`src/rtl/alu_pkg.sv`:
```
// rtl/alu_pkg.sv - shared fn codes and stage-1 payload type for the execute stage
//   No ports. Exports the FN_* codes, the payload widths and s1_payload_t.
package alu_pkg;

  // Payload field widths. These match the default WIDTH/TAG_W of alu_exec_stage.
  localparam int PKG_WIDTH = 32;
  localparam int PKG_TAG_W = 5;

  localparam logic [5:0] FN_CMPEQ = 6'b000010;
  localparam logic [5:0] FN_CMPLT = 6'b000100;
  localparam logic [5:0] FN_CMPLE = 6'b000110;
  localparam logic [5:0] FN_ADD   = 6'b010000;
  localparam logic [5:0] FN_SUB   = 6'b010001;
  localparam logic [5:0] FN_AND   = 6'b101000;
  localparam logic [5:0] FN_OR    = 6'b101110;
  localparam logic [5:0] FN_XOR   = 6'b100110;
  localparam logic [5:0] FN_SHL   = 6'b110000;
  localparam logic [5:0] FN_SHR   = 6'b110001;
  localparam logic [5:0] FN_SRA   = 6'b110011;

  typedef struct packed {
    logic [PKG_WIDTH-1:0] a;
    logic [PKG_WIDTH-1:0] b;
    logic [5:0]           fn;
    logic [PKG_TAG_W-1:0] tag;
    logic                 illegal;
  } s1_payload_t;

endpackage

```
`src/rtl/alu.sv`:
```
// rtl/alu.sv - combinational ALU: compare, add/sub, boolean truth table, shifts
//   i: a, b [WIDTH-1:0], fn[5:0]   o: result[WIDTH-1:0] (0 for unsupported fn)
module alu #(
  parameter int WIDTH = 32
) (
  input  logic [WIDTH-1:0] a,
  input  logic [WIDTH-1:0] b,
  input  logic [5:0]       fn,
  output logic [WIDTH-1:0] result
);
  always_comb begin
    result = '0;
    case (fn[5:4])
      2'b00: begin
        case (fn[2:1])
          2'b01:   result = {{(WIDTH-1){1'b0}}, (a == b)};
          2'b10:   result = {{(WIDTH-1){1'b0}}, ($signed(a) <  $signed(b))};
          2'b11:   result = {{(WIDTH-1){1'b0}}, ($signed(a) <= $signed(b))};
          default: result = '0;
        endcase
      end
      2'b01:   result = fn[0] ? (a - b) : (a + b);
      2'b10: begin
        // fn[3:0] is a 2-input truth table indexed per bit by {b,a}.
        for (int i = 0; i < WIDTH; i++) result[i] = fn[{b[i], a[i]}];
      end
      default: begin
        case (fn[1:0])
          2'b00:   result = a << b;
          2'b01:   result = a >> b;
          2'b11:   result = $signed(a) >>> b;
          default: result = '0;
        endcase
      end
    endcase
  end
endmodule

```
`src/rtl/alu_fn_decode.sv`:
```
// rtl/alu_fn_decode.sv - illegal fn detection and shift-amount masking ahead of stage 1
//   i: fn[5:0], b[WIDTH-1:0]   o: illegal, b_eff[WIDTH-1:0]
module alu_fn_decode #(
  parameter int WIDTH = 32
) (
  input  logic [5:0]       fn,
  input  logic [WIDTH-1:0] b,
  output logic             illegal,
  output logic [WIDTH-1:0] b_eff
);
  localparam int SHW = $clog2(WIDTH);

  always_comb begin
    illegal = 1'b0;
    b_eff   = b;
    case (fn[5:4])
      2'b00:   illegal = (fn[2:1] == 2'b00);
      2'b11: begin
        illegal = (fn[1:0] == 2'b10);
        // Shift amount keeps only the low log2(WIDTH) bits, so b=WIDTH shifts by 0.
        b_eff   = {{(WIDTH-SHW){1'b0}}, b[SHW-1:0]};
      end
      default: illegal = 1'b0;
    endcase
  end
endmodule

```
`src/rtl/alu_exec_stage.sv`:
```
// rtl/alu_exec_stage.sv - two-stage valid/ready execute wrapper around alu
//   Optional macro ALU_EXEC_PERF_EN adds perf_ops, perf_stall, perf_illegal counters.
//   i: clk, rst, in_valid, in_a, in_b, in_fn, in_tag, out_ready
//   o: in_ready, out_valid, out_result, out_tag, out_zero, out_illegal
module alu_exec_stage
  import alu_pkg::*;
#(
  parameter int WIDTH = PKG_WIDTH,
  parameter int TAG_W = PKG_TAG_W
) (
  input  logic             clk,
  input  logic             rst,
  input  logic             in_valid,
  output logic             in_ready,
  input  logic [WIDTH-1:0] in_a,
  input  logic [WIDTH-1:0] in_b,
  input  logic [5:0]       in_fn,
  input  logic [TAG_W-1:0] in_tag,
  output logic             out_valid,
  input  logic             out_ready,
  output logic [WIDTH-1:0] out_result,
  output logic [TAG_W-1:0] out_tag,
  output logic             out_zero,
  output logic             out_illegal
`ifdef ALU_EXEC_PERF_EN
  ,
  output logic [31:0]      perf_ops,
  output logic [31:0]      perf_stall,
  output logic [15:0]      perf_illegal
`endif
);
  s1_payload_t      r_s1;
  logic             r_s1_valid;
  logic             r_s2_valid;
  logic [WIDTH-1:0] r_result;
  logic [TAG_W-1:0] r_tag;
  logic             r_zero;
  logic             r_illegal;

  logic             w_dec_illegal;
  logic [WIDTH-1:0] w_b_eff;
  logic [WIDTH-1:0] w_alu_result;
  logic [WIDTH-1:0] w_s2_result;
  logic             w_s1_advance;

  alu_fn_decode #(.WIDTH(WIDTH)) u_dec (
    .fn      (in_fn),
    .b       (in_b),
    .illegal (w_dec_illegal),
    .b_eff   (w_b_eff)
  );

  alu #(.WIDTH(WIDTH)) u_alu (
    .a      (r_s1.a),
    .b      (r_s1.b),
    .fn     (r_s1.fn),
    .result (w_alu_result)
  );

  // out_ready reaches in_ready only through this term; outputs are all registered.
  assign w_s1_advance = r_s1_valid && (!r_s2_valid || out_ready);
  assign in_ready     = !r_s1_valid || w_s1_advance;
  assign w_s2_result  = r_s1.illegal ? '0 : w_alu_result;

  always_ff @(posedge clk) begin
    if (rst) begin
      r_s1       <= '0;
      r_s1_valid <= 1'b0;
      r_s2_valid <= 1'b0;
      r_result   <= '0;
      r_tag      <= '0;
      r_zero     <= 1'b0;
      r_illegal  <= 1'b0;
    end else begin
      if (in_ready) begin
        r_s1_valid <= in_valid;
        if (in_valid) begin
          r_s1 <= '{a: in_a, b: w_b_eff, fn: in_fn, tag: in_tag, illegal: w_dec_illegal};
        end
      end
      if (w_s1_advance) begin
        r_s2_valid <= 1'b1;
        r_result   <= w_s2_result;
        r_tag      <= r_s1.tag;
        r_zero     <= (w_s2_result == '0);
        r_illegal  <= r_s1.illegal;
      end else if (out_ready) begin
        r_s2_valid <= 1'b0;
      end
    end
  end

  assign out_valid   = r_s2_valid;
  assign out_result  = r_result;
  assign out_tag     = r_tag;
  assign out_zero    = r_zero;
  assign out_illegal = r_illegal;

`ifdef ALU_EXEC_PERF_EN
  logic [31:0] r_perf_ops;
  logic [31:0] r_perf_stall;
  logic [15:0] r_perf_illegal;

  // All counters saturate rather than wrap.
  always_ff @(posedge clk) begin
    if (rst) begin
      r_perf_ops     <= '0;
      r_perf_stall   <= '0;
      r_perf_illegal <= '0;
    end else begin
      if (r_s2_valid && out_ready && (r_perf_ops != '1))
        r_perf_ops <= r_perf_ops + 32'd1;
      if (r_s2_valid && !out_ready && (r_perf_stall != '1))
        r_perf_stall <= r_perf_stall + 32'd1;
      if (r_s2_valid && out_ready && r_illegal && (r_perf_illegal != '1))
        r_perf_illegal <= r_perf_illegal + 16'd1;
    end
  end

  assign perf_ops     = r_perf_ops;
  assign perf_stall   = r_perf_stall;
  assign perf_illegal = r_perf_illegal;
`endif
endmodule

```
`config.mk`:
```
export PLATFORM = sky130hd
export DESIGN_NAME = alu_exec_stage
export DESIGN_NICKNAME = d
export VERILOG_FILES = /design/src/rtl/alu_pkg.sv /design/src/rtl/alu.sv /design/src/rtl/alu_fn_decode.sv /design/src/rtl/alu_exec_stage.sv
export SDC_FILE = /design/constraint.sdc
export NUM_CORES = 1
export LEC_CHECK = 0
export CAP_MARGIN = 5
export CORE_MARGIN = 1
export CORE_UTILIZATION = 40
export DETAILED_ROUTE_END_ITERATION = 12
export SYNTH_ARGS = -nofsm -noshare
export SYNTH_HDL_FRONTEND = slang
export SYNTH_SLANG_ARGS = --single-unit
```
`constraint.sdc`:
```
create_clock -name clk -period 5.7 [get_ports clk]
set_clock_uncertainty 0.1 [all_clocks]
set_input_delay 1.14 -clock clk [delete_from_list [all_inputs] [get_ports clk]]
set_output_delay 1.14 -clock clk [all_outputs]
set_load 0.03 [all_outputs]
```
==> impl_metrics.json, run 1 <==
{
  "outcome": "finished clean",
  "cts_inserted_buffers": 17,
  "routed_wl_mm": 78.3,
  "initial_core_util_pct": 40.6,
  "synthCells": 2000,
  "slew_viol_final": 0,
  "synthArstFlopShare_pct": 0,
  "root_buffer": "clkbuf_16",
  "hold_viol": 0,
  "drt_iter0_markers": 2129,
  "crit_chain": "buf_12, mux4_1, a22oi_1, nor3_1, a211oi_1, a21oi_1, o31ai_1, o211ai_1, nor4_2, nand4_1, or4_1, nor4_2, a32o_1",
  "synth_warnings": 0,
  "hpwlAfterDp_mm": 58.5,
  "fin_nets": 2183,
  "rsz0062_at_grt": "no",
  "r2r_setup_slack_ns": 0.62,
  "fin_tns_setup_ns": 0,
  "layout-area-overhead-vs-synth_pct": 14.4,
  "cp-startpoint": "r_s1[14]",
  "cap_violations": 0,
  "portBuffers": 119,
  "cts_max_path_buffers": 2,
  "power_leakage_nw": 6.40,
  "worstPathArrival_ns": 5.38,
  "cp_max_fo": 80,
  "drtPass1Iterations": 9,
  "clk_pin_slew_worst_paths_ns": 0.07,
  "endpoint_kind": "register",
  "relSlewSlack_pct": 19.3,
  "cts_resized": 0,
  "gp_congestion": 1.04,
  "grt-ovfl-total": 0,
  "viasPerCell": 6.73,
  "synth_area_sq_mm": 0.0153,
  "fmax_mhz": 197,
  "synth_seq_cells": 117,
  "p_total_mw": 3.45,
  "h-tree-depth": 4,
  "synth_edf_count": 0,
  "start_kind": "register",
  "max_slew.worst_pin.slew_ns": 1.20,
  "crit_type": "reg2reg",
  "rr_worst_depth": 13,
  "grt.busiest_layer": "met2",
  "synth_nets": 2146,
  "drc": 0,
  "antenna_found_initial": 4,
  "final_cell_mix": "341 x nand2_1, 230 x a21oi_1, 131 x nor2_1",
  "antenna_left": 0,
  "die-width_microns": 198,
  "wl_per_cell_microns": 30.5,
  "core.rowCount": 71,
  "worstReg2RegStart": "r_s1[14]",
  "p_per_area_mw_per_mm2": 197,
  "io_pins": 120,
  "grt_use_met1_pct": 51.4,
  "cpMostUsedCell": "nor4_2",
  "cts_hold_buf": 0,
  "yosysSeqAreaShare_pct": 15.3,
  "grt_usage_pct": 40.2,
  "crit_path_max_incr_delay_ns": 0.61,
  "die-area_sq_mm": 0.0390,
  "grt_pass1_vias": 16200,
  "worst_hold_path_type": "reg2reg",
  "crit_buf_inv": 1,
  "avgSynthCellArea_sq_um": 7.65,
  "ys.flop_type": "dfxtp_1",
  "clock_latency_ns": 0.46,
  "final_common_cell": "nand2_1",
  "grt_max_degree": 83,
  "fin_crit_sh_pct": 89.1,
  "cp-endpoint": "out_zero",
  "ir_worst_vdd_mv": 0.211,
  "drive_gt1_share_pct": 14.2,
  "cts_setup_buffers": 0,
  "core_area_sq_mm": 0.0377,
  "synth_cell_types": 98,
  "r2r-end": "out_zero",
  "cts_tree": "yes",
  "numClockSinks": 117,
  "setup_viol": 0,
  "period_needed_ns": 5.08,
  "crit_cells": 13,
  "cp_slowest_cell": "a22oi_1",
  "grt_pass1_wl_mm": 114,
  "vias": 17300,
  "crit_family": "compound AO/OA/AOI/OAI gates",
  "die_h_microns": 198,
  "required_ns": 6.00,
  "grt_use_met2_pct": 60.7,
  "grtUsageMet3_pct": 9.87
}
-- worst min path at each step --
stage                              start              to  slack [ns]  cells after the start
after global routing      out_result[17]  out_result[17]        0.37                      2
after global placement           r_s1[4]      out_tag[3]        0.34                      2
after detailed placement         r_s1[5]      out_tag[4]        0.34                      2
final                            r_s1[2]      out_tag[1]        0.35                      2
after floorplan                  r_s1[1]      out_tag[0]        0.33                      2
after CTS                        r_s1[5]      out_tag[4]        0.35                      2
-- area by class of cell --
class | instances | area (sq um)
flip-flops and latches | 117 | 2360
well taps | 511 | 639
inverters | 72 | 270
clock buffers | 17 | 425
diodes | 2 | 5.00
clock inverters | 15 | 181
fillers | 3885 | 20200
repair buffers | 225 | 2030
multi-input cells | 1604 | 11600
-- routing by layer --
metal	part of all wire (%)	wire [microns]	up-vias
li1	-	-	7514
met1	40	31400	8412
met2	44	34200	1068
met3	9.3	7250	261
met4	6.9	5390	2
met5	0.019	15	-
-- state kept, by name, indices dropped and copies added (netlist names) --
register     flops
out_result      32
out_tag          5
r_s1            76
r_s1_valid       1
out_zero         1
out_illegal      1
out_valid        1
-- metrics by stage --
step / util, % / instance area [sq um] / setup WS [ns] / cells / hold slack (ns)
6_report: 46.5 / 17500 / 0.620 / 2563 / 0.352
3_3_place_gp: 44.9 / 16900 / 0.711 / 2529 / 0.338
4_1_cts: 46.5 / 17500 / 0.830 / 2561 / 0.353
2_1_floorplan: - / 15300 / 0.967 / 2000 / 0.332
5_1_grt: 46.5 / 17500 / 0.421 / 2561 / 0.373
3_5_place_dp: 44.9 / 16900 / 0.856 / 2529 / 0.345
-- worst register-to-register path: cells and delay by family (launching register included) --
kind | cells | cell delay (ns)
buf+inv | 1 | 0.42
simple gates | 5 | 1.33
compound gates | 6 | 2.19
mux | 1 | 0.42
flops | 1 | 0.56
-- synthesized netlist by cell type, types with 12 or more instances --
| cell | count | area [sq um] |
|---|---|---|
| nor3_1 | 34 | 170 |
| a31oi_1 | 27 | 169 |
| mux2_2 | 26 | 293 |
| mux4_1 | 12 | 315 |
| xnor2_1 | 19 | 166 |
| clkbuf_1 | 128 | 480 |
| nor2b_1 | 19 | 119 |
| buf_6 | 16 | 180 |
| o21ai_0 | 96 | 480 |
| nand2_1 | 342 | 1280 |
| nand2b_1 | 17 | 106 |
| a211oi_1 | 30 | 225 |
| mux2i_1 | 70 | 701 |
| inv_1 | 67 | 251 |
| mux4_2 | 88 | 1980 |
| buf_2 | 20 | 100 |
| nand3_1 | 36 | 180 |
| o211ai_1 | 30 | 225 |
| a21oi_1 | 230 | 1150 |
| nor4_1 | 15 | 93.8 |
| nand4_1 | 23 | 144 |
| a2111oi_0 | 17 | 149 |
| buf_1 | 19 | 71.3 |
| nand3b_1 | 29 | 218 |
| a22oi_1 | 13 | 97.6 |
| ha_1 | 65 | 813 |
| a311oi_1 | 12 | 105 |
| nor2_1 | 131 | 492 |
| dfxtp_1 | 117 | 2340 |
| o31ai_1 | 13 | 97.6 |
-- power by group --
| part | switching, mW | internal [mW] | leakage (nW) |
|---|---|---|---|
| Combinational | 0.862 | 0.489 | 5.14 |
| Clock | 0.497 | 0.664 | 0.299 |
| Sequential | 0.0831 | 0.853 | 0.960 |
-- logic make-up after synthesis --
family                   share of synthesized area (%)
multiplexers                                      21.7
flip-flops                                        15.3
buffers and inverters                             9.00
adder cells (fa/ha/maj)                           5.58
AND/OR/NAND/NOR                                   21.2
XOR/XNOR                                          1.37
AO/OA/AOI/OAI                                     25.9
(Power assumes the default switching activity.)
==> run 2: changes to the inputs <==
- PLACE_DENSITY_LB_ADDON: default -> 0.08
- clock period: 5.7 -> 5.8 ns (I/O delays scaled with it)
==> impl_metrics.json, run 2 (synthesis gave the netlist of run 1 again) <==
{
  "die_h_microns": 198,
  "worstPathArrival_ns": 5.63,
  "cts_hold_buf": 0,
  "cts_tree": "yes",
  "fin_crit_sh_pct": 93.0,
  "grt_pass1_wl_mm": 111,
  "fin_nets": 2177,
  "crit_family": "compound AO/OA/AOI/OAI gates",
  "highest_layer": "met5",
  "max_slew.worst_pin.slew_ns": 1.32,
  "drtPass1Iterations": 7,
  "cts_setup_buffers": 0,
  "cp_max_fo": 31,
  "layout-area-overhead-vs-synth_pct": 13.7,
  "largest_register_ff_count": 76,
  "final_common_cell": "nand2_1",
  "antenna_found_initial": 2,
  "cts_resized": 0,
  "die-area_sq_mm": 0.0390,
  "fmax_mhz": 185,
  "wl_per_cell_microns": 29.7,
  "required_ns": 6.04,
  "cp_slowest_cell": "a2111oi_0",
  "utilization_pct": 46.2,
  "worst_hold_path_type": "reg2reg",
  "drive_gt1_share_pct": 14.0,
  "hold_viol": 0,
  "crit_chain": "inv_1, buf_4, ha_1, nor2b_1, o311ai_0, buf_4, a2111oi_0, nor3_1, a31oi_1, a21boi_0, xor2_1, o21ai_0, a2111oi_0, nor4_2, a32o_1",
  "ir_worst_vdd_mv": 0.244,
  "setup_viol": 0,
  "numClockSinks": 117,
  "grt_max_degree": 103,
  "clk_pin_slew_worst_paths_ns": 0.07,
  "crit_type": "reg2reg",
  "power_leakage_nw": 6.33,
  "root_buffer": "clkbuf_16",
  "rsz0062_at_grt": "no",
  "grt_usage_pct": 38.9,
  "regMostFlops": "r_s1",
  "core_area_sq_mm": 0.0377,
  "start_kind": "register",
  "cts_inserted_buffers": 17,
  "viasPerCell": 6.73,
  "io_pins": 120,
  "drt-met1-wl_mm": 30.9,
  "p_per_area_mw_per_mm2": 190,
  "dr_wl_met3_mm": 7.74,
  "fin_tns_setup_ns": 0,
  "p_total_mw": 3.31,
  "h-tree-depth": 4,
  "slew_viol_final": 0,
  "route.met2.wl_mm": 33.2,
  "cap_violations": 0,
  "crit_buf_inv": 3,
  "final_cell_mix": "341 x nand2_1, 230 x a21oi_1, 131 x nor2_1",
  "vias": 17200,
  "antenna-diode-count": 0,
  "crit_path_max_incr_delay_ns": 1.12,
  "outcome": "finished clean",
  "core.rowCount": 71,
  "die-width_microns": 198,
  "drc": 0,
  "period_needed_ns": 5.39,
  "final_cells": 2555,
  "relSlewSlack_pct": 11.5,
  "cts_max_path_buffers": 2,
  "hpwlAfterDp_mm": 56.8,
  "grt_pass1_vias": 16100,
  "fillCellCount": 3891,
  "drt_iter0_markers": 2228,
  "gp_congestion": 1.07,
  "grt-ovfl-total": 0,
  "endpoint_kind": "register",
  "initial_core_util_pct": 40.6,
  "antenna_left": 0,
  "portBuffers": 119,
  "clock_latency_ns": 0.45,
  "place_inst": 2523,
  "routed_wl_mm": 75.9
}
## run 2: cell types whose count changed in the layout (fill, tap and decap cells not counted)
cell | before | now
buf_12 | 4 | 2
buf_4 | 103 | 99
bufinv_16 | 2 | 0
clkinv_2 | 1 | 0
clkinv_8 | 0 | 2
clkinvlp_4 | 1 | 2
diode_2 | 2 | 0
inv_6 | 5 | 6
inv_8 | 5 | 4
nor3_1 | 34 | 33
nor3_2 | 0 | 1
## run 2: report_power, final
part	total [mW]	internal, mW	switching [mW]	leakage (nW)
logic	1.32	0.477	0.840	5.09
registers	0.924	0.839	0.0858	0.960
clock network	1.07	0.572	0.494	0.279
total	3.31	1.89	1.42	6.33
## run 2: per-layer routing
layer  global-route usage (%)  vias to the layer above
met5                        0                        -
met4                     18.7                        4
met3                     8.09                      199
met2                     59.1                     1101
met1                     52.4                     8395
li1                         -                     7497
## run 2: worst reg2reg max path: cells and delay by family (launching register included)
| kind | cells | cell delay (ns) |
|---|---|---|
| xor+xnor | 1 | 0.17 |
| compound gates | 7 | 2.92 |
| fa+ha+maj | 1 | 0.37 |
| simple gates | 3 | 0.47 |
| buf+inv | 3 | 0.62 |
| flops | 1 | 0.64 |
## run 2: worst paths after layout
check,startpoint,to,slack (ns),depth (start not counted)
max,r_s1[13],out_zero,0.41,15
min,r_s1[3],out_tag[2],0.35,2
max reg2reg,r_s1[13],out_zero,0.41,15
min reg2reg,r_s1[3],out_tag[2],0.35,2
## run 2: area by class of cell
class                           count  area (sq um)  share of cell area [%]
Multi-Input combinational cell   1604         11600                    66.6
Clock inverter                     15           154                   0.884
Sequential cell                   117          2360                    13.5
Inverter                           72           270                    1.55
Timing Repair Buffer              219          1960                    11.3
Clock buffer                       17           425                    2.44
Tap cell                          511           639                    3.67
## run 2: stage by stage
| step | hold WS (ns) | area [sq um] | setup slack, ns |
|---|---|---|---|
| finish | 0.352 | 17400 | 0.407 |
| global route | 0.373 | 17400 | 0.212 |
| CTS | 0.354 | 17400 | 0.527 |
| detailed placement | 0.344 | 16800 | 0.569 |
| global placement | 0.343 | 16800 | 0.418 |
| floorplan | 0.332 | 15300 | 1.07 |
